File: src/rtl/fetch_unit.sv
// Instruction fetch stage: PC, single-outstanding memory request, instruction register.
module fetch_unit #(
    parameter int unsigned     XLEN     = 32,
    parameter logic [XLEN-1:0] RESET_PC = '0
) (
    input  logic            clk,
    input  logic            reset,
    output logic            IReqValid,
    input  logic            IReqReady,
    output logic [XLEN-1:0] IReqAddr,
    input  logic            IRespValid,
    input  logic [XLEN-1:0] IRespData,
    output logic            InstrValid,
    input  logic            InstrReady,
    output logic [XLEN-1:0] InstrF,
    output logic [XLEN-1:0] PCF,
    output logic [XLEN-1:0] PCPlus4F,
    input  logic            PCSrc,
    input  logic [XLEN-1:0] PCTarget,
    input  logic            Redirect,
    input  logic [XLEN-1:0] RedirectPC,
    output logic            MisalignF
);

    localparam int unsigned PC_STEP = 4;

    typedef enum logic [2:0] {
        S_REQ  = 3'd0,
        S_WAIT = 3'd1,
        S_HOLD = 3'd2,
        S_DROP = 3'd3,
        S_HALT = 3'd4
    } state_t;

    state_t          state;
    state_t          state_next;
    logic [XLEN-1:0] pc;
    logic [XLEN-1:0] pc_plus4;
    logic [XLEN-1:0] instr;
    logic [XLEN-1:0] pc_next;
    logic            pc_load;
    logic            instr_load;
    logic            req_fire;

    // A request is issued whenever S_REQ is presented and memory accepts it.
    assign req_fire = (state == S_REQ) && IReqReady;

    // Next-state, PC selection and instruction-register load enable.
    always_comb begin
        state_next = state;
        pc_next    = pc;
        pc_load    = 1'b0;
        instr_load = 1'b0;

        if (Redirect) begin
            // Redirect wins over every other event; an issued but unanswered
            // request forces S_DROP so its response is never shown to decode.
            pc_load = 1'b1;
            pc_next = RedirectPC;
            case (state)
                S_REQ:   state_next = req_fire ? S_DROP : S_REQ;
                S_WAIT:  state_next = IRespValid ? S_REQ : S_DROP;
                // Still waiting on the stale response: keep discarding it.
                S_DROP:  state_next = IRespValid ? S_REQ : S_DROP;
                default: state_next = S_REQ;
            endcase
        end else begin
            case (state)
                S_REQ: begin
                    if (IReqReady) state_next = S_WAIT;
                end
                S_WAIT: begin
                    if (IRespValid) begin
                        instr_load = 1'b1;
                        state_next = S_HOLD;
                    end
                end
                S_HOLD: begin
                    if (InstrReady) begin
                        pc_load    = 1'b1;
                        pc_next    = PCSrc ? PCTarget : pc_plus4;
                        state_next = S_REQ;
                    end
                end
                S_DROP: begin
                    if (IRespValid) state_next = S_REQ;
                end
                S_HALT:  state_next = S_HALT;
                default: state_next = S_REQ;
            endcase
        end

        // Any misaligned PC that gets loaded parks the stage in S_HALT.
        if (pc_load && (pc_next[1:0] != 2'b00)) state_next = S_HALT;
    end

    // State, PC and instruction registers.
    always_ff @(posedge clk) begin
        if (reset) begin
            state    <= S_REQ;
            pc       <= RESET_PC;
            pc_plus4 <= RESET_PC + XLEN'(PC_STEP);
            instr    <= '0;
        end else begin
            state <= state_next;
            if (pc_load) begin
                pc       <= pc_next;
                pc_plus4 <= pc_next + XLEN'(PC_STEP);
            end
            if (instr_load) instr <= IRespData;
        end
    end

    // Handshake and status outputs decode straight from the state register.
    assign IReqValid  = (state == S_REQ) && !reset;
    assign InstrValid = (state == S_HOLD);
    assign MisalignF  = (state == S_HALT);
    assign IReqAddr   = pc;
    assign PCF        = pc;
    assign PCPlus4F   = pc_plus4;
    assign InstrF     = instr;

endmodule

File: config.mk
export PLATFORM = sky130hd
export DESIGN_NAME = fetch_unit
export DESIGN_NICKNAME = d
export VERILOG_FILES = /design/src/rtl/fetch_unit.sv
export SDC_FILE = /design/constraint.sdc
export NUM_CORES = 1
export LEC_CHECK = 0
export BUFFER_PORTS_ARGS = -buffer_cell sky130_fd_sc_hd__buf_2
export CORE_ASPECT_RATIO = 1.2
export CORE_MARGIN = 2
export CORE_UTILIZATION = 42
export CTS_BUF_LIST = sky130_fd_sc_hd__clkbuf_8
export DETAILED_ROUTE_END_ITERATION = 10
export PLACE_DENSITY = 0.86
export SLEW_MARGIN = 40
export SYNTH_ARGS = -nofsm -noshare
export SYNTH_HDL_FRONTEND = slang
export SYNTH_SLANG_ARGS = --single-unit
File: constraint.sdc
create_clock -name clk -period 3.3 [get_ports clk]
set_clock_uncertainty 0.1 [all_clocks]
set_input_delay 0.165 -clock clk [delete_from_list [all_inputs] [get_ports clk]]
set_output_delay 0.165 -clock clk [all_outputs]
set_load 0.05 [all_outputs]
Yosys cells after proc, flatten, opt, wreduce, memory -nomap -nowiden

Cells that the tools add are included.
W data, S select, Z words.

Input bits: 103
Bits in registers: 99

Equal/unequal tests: 12
Mux-type cells: 20
Add/sub/neg operators: 1
Reduce and logical (&&, ||, !) cells: 10

Operators by type and width:

| kind                    | number |
|---|---|
| $mux W32                | 4 |
| $add A32 B3 Y32 const B | 1 |
| $mux W3                 | 6 |
| $pmux W3 S5             | 1 |
| $ne A3 B3 Y1 const B    | 3 |
| $ne A4 B4 Y1 const B    | 2 |
| $reduce_and A4 Y1       | 2 |
| $eq A3 B2 Y1 const B    | 2 |
| $mux W1                 | 6 |
| $mux W2                 | 2 |
| $ne A4 B1 Y1 const B    | 1 |
| $ne A4 B3 Y1 const B    | 1 |
| $pmux W2 S2             | 1 |
| $reduce_or A2 Y1        | 2 |
| $eq A3 B1 Y1 const B    | 1 |
| $eq A3 B3 Y1 const B    | 1 |
| $logic_and A1 B1 Y1     | 3 |
| $logic_not A3 Y1        | 1 |
| $ne A3 B1 Y1 const B    | 1 |
| $reduce_bool A2 Y1      | 1 |
| $logic_not A1 Y1        | 1 |

Longest topological paths before layout

Word-level depth: 8
Gate-level depth with buffers: 15
Depth with buffers taken out: 12

Least setup slack after synthesis

No wires, ideal clock.

Kind: register -> register
From: register state[0]
To: register pc_plus4[24], in the netlist PCPlus4F[24]
Required time: 3.078 ns
Stages on the path, launching flop included: 16
Setup time: 0.122 ns
Data arrival time: 3.256 ns
Path slack: -0.178 ns
Path through: dfxtp_1 buf_6 and4bb_2 buf_6 buf_2 a21oi_1 a22oi_1 inv_1 ha_1 inv_1 nor4_1 o22ai_1 nor4_1 nand3_1 o311a_1 a311o_1

Word-level cells in the longest chain between the ends: 4
Elaborated cells between the ends (all ways): 6

RTL lines:

| element                | RTL line | source |
|---|---|---|
| from (decl)            | 35       | `state_t state;` |
| from (signal assigned) | 105      | `state <= state_next;` |
| $eq A3 B2 Y1           | 68       | `case (state)` |
| $mux W32               | 68       |  |
| $mux W32               | 55       | `if (Redirect) begin` |
| via pc_next[2]         | 40       | `logic [XLEN-1:0] pc_next;` |
| $add A32 B3 Y32        | 108      | `pc_plus4 <= pc_next + XLEN'(PC_STEP);` |
| to (signal assigned)   | 102      | `pc_plus4 <= RESET_PC + XLEN'(PC_STEP);` |
| to (signal assigned)   | 108      |  |
| to (decl)              | 38       | `logic [XLEN-1:0] pc_plus4;` |

The timed path passes the listed nets, and every way through them passes these cells.
A chain may end at the register's enable or synchronous reset.

Worst setup path after layout

From: register state[2]
To: register pc_plus4[12], in the netlist PCPlus4F[12]

The elaborated chain is that of the path after synthesis.

==> flow_results.org <==
** Final layout
- The finished layout holds 1138 standard cells, fillers aside.
- Final antenna diode count :: 0
- Fraction of layout cells with a size suffix above 1 :: between 30% and 40%
- At the end of the flow, the number of nets in the layout was 1069.
- Most common library cell in the layout ignoring fill and taps :: sky130_fd_sc_hd__buf_2
- Filler Cells Inserted :: about 1100
- From synthesis to final layout, the design area changed by 33.3%.
- In the layout the commonest cells are sky130_fd_sc_hd__buf_2 (233), sky130_fd_sc_hd__nand2_1 (126), sky130_fd_sc_hd__dfxtp_1 (96), sky130_fd_sc_hd__nor2_1 (72), sky130_fd_sc_hd__a21oi_1 (63).
- Summing all non-filler instances in the final layout gives an area of 7410 um2.

** Min path
- Number of stages on the worst hold path :: 3
- The path class of the tightest hold or removal check is primary input to register.
- Endpoint, Worst Hold :: state[0]$_SDFFE_PP0P_
- The worst hold path begins at IRespValid.

** CTS
- TritonCTS clock tree :: built
- The clock passes through at most 2 buffers.
- The cell sitting at the root of the clock tree is a sky130_fd_sc_hd__clkbuf_8.
- Number of clock sinks seen by CTS :: 97
- Clock network latency to the later pin of the worst-skew pair :: ~380 ps
- The H-tree generated during clock tree synthesis spans 3 levels.
- In this run, CTS created clock tree buffers numbering 9.
- Clock input transition at the sequential cells of the worst setup and hold paths :: approximately 100 ps

** Timing
- Timing would allow up to 322 MHz.
- Final count of pins violating max slew :: 0
- Final setup violating endpoints :: 0
- After layout, the worst setup slack is 194 ps.
- Share of the clock period used by the worst path :: between 90% and 100%
- Slew at the pin closest to its max-slew limit :: 722 ps
- Setup repair after global routing left no endpoint under its margin.
- Crit path time final :: 3110 ps
- Headroom to the max-slew limit came out at 51.9%.
- The final hold violation count came to 0.
- Total negative setup slack :: 0 ps
- Final hold analysis gives a worst-case slack of about 33 ps.

** Power
- Summed over all cells, the static leakage comes to 3.44 nW.
- Per report_power, the combinational group accounts for between 20% and 30% of the total.
- Sequential cells burn 44.8% of the power.
- PD cells :: roughly 380 nW/um2
- Maximum vdd ir drop :: 0.000286 V
- Clock share of power :: 27.2%
- The analysis attributes to net switching a power of 1.07 mW.
- Net switching is a little under two fifths of the power.
- Pint :: 1.77 mW

** Drt
- After detailed routing, the number of remaining DRC violations is 0.
- The detailed router finished its first iteration with 577 violations.
- Detailed-routing iteration count for the pre-antenna-repair pass :: 7
- In this run the remaining antenna-violating nets after routing total 0.
- Number of vias per cell :: 5.60
- For this block, the routed nets add up to ~19000 um of wire.
- After detailed routing, the average wire length per cell comes to 16.7 um.
- Across all layers, the routed design uses 6371 vias.

** Setup path
- CP Launch Type :: register
- Length in cells of the worst reg-to-reg path :: 13
- Cell repeated most along the worst path :: sky130_fd_sc_hd__and3_1
- For flop-to-flop paths, the worst setup slack is 190 ps.
- Capture instance of the worst register-to-register path :: PCPlus4F[12]$_SDFFE_PP0P_
- Worst r2r src :: state[2]$_SDFFE_PP0P_
- On the critical path the largest part of the delay comes from compound AO/OA/AOI/OAI gates.
- Along the worst path, the maximum fanout reaches 7.
- WS Path Type :: register to register
- Worst EP arrival :: 3300 ps
- The number of buffers and inverters on the critical path is 2.
- Biggest cell delay along the critical path :: 360 ps
- Data on the critical path is required at its endpoint by about 3500 ps.
- The worst setup path is captured at a register.
- Critical path, cell by cell :: and4bb_4 > a21oi_2 > a22oi_1 > inv_1 > ha_2 > and3_1 > a31o_2 > o22ai_2 > nor4_4 > buf_4 > and3_1 > o31a_1 > a211oi_1
- For this design, the slowest cell found on the critical path is sky130_fd_sc_hd__dfxtp_2.

** Die
- The floorplan step set the die height to 130 um.
- Number of ports placed on the die boundary :: 234
- Core area :: 13100 um2
- Once the floorplan was initialized, standard cells occupied 42.5% of the core.
- Measured along the x axis, the die boundary spans 109 um.
- Overall die area :: 14200 um2
- Std cell rows :: 46

** Yosys
- Syn nets :: 832
- Sequential-to-total area share from yosys stat :: 34.9%
- Dominant synthesized flop cell :: sky130_fd_sc_hd__dfxtp_1
- The synthesized netlist occupies a cell area of roughly 5600 um2.
- Cells after Synth :: 728
- Number of synthesized flops with an enable pin :: 0
- The Yosys step of the flow raised 0 warnings.
- The netlist uses 66 different library cells.
- The biggest area contributor in the post-synthesis netlist is sky130_fd_sc_hd__dfxtp_1.
- Fraction of registers with async set or reset after synthesis :: 0%
- After synthesis, the largest area contributor takes up 34.9% of total cell area.
- Each instance of the synthesized netlist takes up on average about 7.6 um2.
- The synthesized design contains 97 register bits.
- Synth area leaders :: sky130_fd_sc_hd__dfxtp_1 (35%), sky130_fd_sc_hd__nand2_1 (8.6%), sky130_fd_sc_hd__a21oi_1 (5.8%)

** Flow run
- Reported max-cap violation count :: 0

** Placement
- Prior to clock tree synthesis, the placed netlist has a worst setup slack of 48.1 ps.
- Routability-driven placement finished with a final weighted congestion of 0.938.
- Number of buffers inserted by port buffering :: 233
- DPL Wire Length :: 12800 um
- Inst Count DP :: 1078
- In this run the cell area measured after placement is a little under 7000 um2.

** Global routing
- Global-route wire length before repair :: 28300 um
- Sum of overflow across all layers after global routing :: 0
- Pin count of the biggest net entering global routing :: between 70 and 80
- The number of global-route vias before repair came to 5792.
- Number of antenna violations at the first check in global routing :: 1
- Global routing consumed, over all layers together, 25.6% of the routing resources.

** Run status
- The flow ran to the end, and the final reports show no timing, DRC or antenna violations.
how the worst max path moves through the flow:
stage / from / to / slack (ps) / depth (start not counted)
after CTS: state[2]$_SDFFE_PP0P_ / PCPlus4F[24]$_SDFFE_PP0P_ / 20 / 12
after detailed placement: state[2]$_SDFFE_PP0P_ / PCPlus4F[24]$_SDFFE_PP0P_ / 50 / 12
after global placement: state[2]$_SDFFE_PP0P_ / PCPlus4F[24]$_SDFFE_PP0P_ / 200 / 12
after global routing: state[1]$_SDFFE_PP0P_ / PCPlus4F[31]$_SDFFE_PP0P_ / 60 / 11
final: state[2]$_SDFFE_PP0P_ / PCPlus4F[12]$_SDFFE_PP0P_ / 190 / 13
after floorplan: state[0]$_SDFFE_PP0P_ / PCPlus4F[12]$_SDFFE_PP0P_ / -30 / 15
Yosys cell counts (13+ instances only):
| cell type | n |
|---|---|
| sky130_fd_sc_hd__clkbuf_1 | 31 |
| sky130_fd_sc_hd__a21oi_1 | 64 |
| sky130_fd_sc_hd__nand3_1 | 24 |
| sky130_fd_sc_hd__nor2_1 | 74 |
| sky130_fd_sc_hd__mux2i_1 | 31 |
| sky130_fd_sc_hd__nor3_1 | 22 |
| sky130_fd_sc_hd__dfxtp_1 | 97 |
| sky130_fd_sc_hd__o21ai_0 | 14 |
| sky130_fd_sc_hd__buf_4 | 36 |
| sky130_fd_sc_hd__nand2b_1 | 13 |
| sky130_fd_sc_hd__nand2_1 | 127 |
routing by layer:
metal	track usage [%]	vias to the layer above	share of wire, %
met4	14.3	2	3.9
met1	30.8	2920	38
met2	42.7	385	50
met5	0	-	0.068
li1	-	3004	-
met3	4.95	60	8.5
layout make-up:
type	count	area (um2)	share of cell area (%)
clock buffer	9	124	1.67
clock inverter	7	62.6	0.844
inverter	10	37.5	0.507
multi-input combinational	538	3180	42.9
sequential	97	1940	26.2
tap	168	210	2.84
timing repair buffer	309	1850	25.0
kinds of logic (layout without fill, tap and decap cells):
logic type / after synthesis / in the layout / synth area share [%]
compound gates: 161 / 161 / 18.7
buf+inv: 93 / 335 / 9.19
fa+ha+maj: 1 / 1 / 0.225
simple gates: 319 / 319 / 26.9
mux: 38 / 38 / 7.00
xor+xnor: 19 / 19 / 2.99
flops: 97 / 97 / 34.9
flip-flops by register name, indices dropped and copies added (netlist names):
register,cells
IReqAddr,32
InstrF,32
PCPlus4F,30
state,3
worst register-to-register path, delay by kind of cell, from the launching register on:
kind	cells	cell delay [ps]
AO/OA/AOI/OAI	6	1290
adder cells (fa/ha/maj)	1	220
buffers and inverters	2	270
flip-flops	1	360
AND/OR/NAND/NOR	4	780
power by group through the flow:
stage / logic [mW] / clock network, mW / registers (mW)
global route: 0.840 / 0.829 / 1.28
global placement: 0.738 / 0 / 1.30
floorplan: 0.382 / 0 / 1.45
CTS: 0.780 / 0.785 / 1.27
detailed placement: 0.743 / 0 / 1.30
finish: 0.793 / 0.771 / 1.27
metrics by stage:
step,utilization [%],power (mW)
2_1_floorplan,-,1.83
3_3_place_gp,51.7,2.03
3_5_place_dp,51.7,2.04
4_1_cts,56.1,2.83
5_1_grt,56.7,2.95
6_report,56.7,2.83
repair_timing:
item	CTS	global route
setup endpoints to repair	2	14
pin swaps	1	5
gates resized for setup	3	7
buffers inserted	1	7
endpoints found under the hold margin	36	0
hold buffers	36	0
Power figures use the tool's default switching activity.
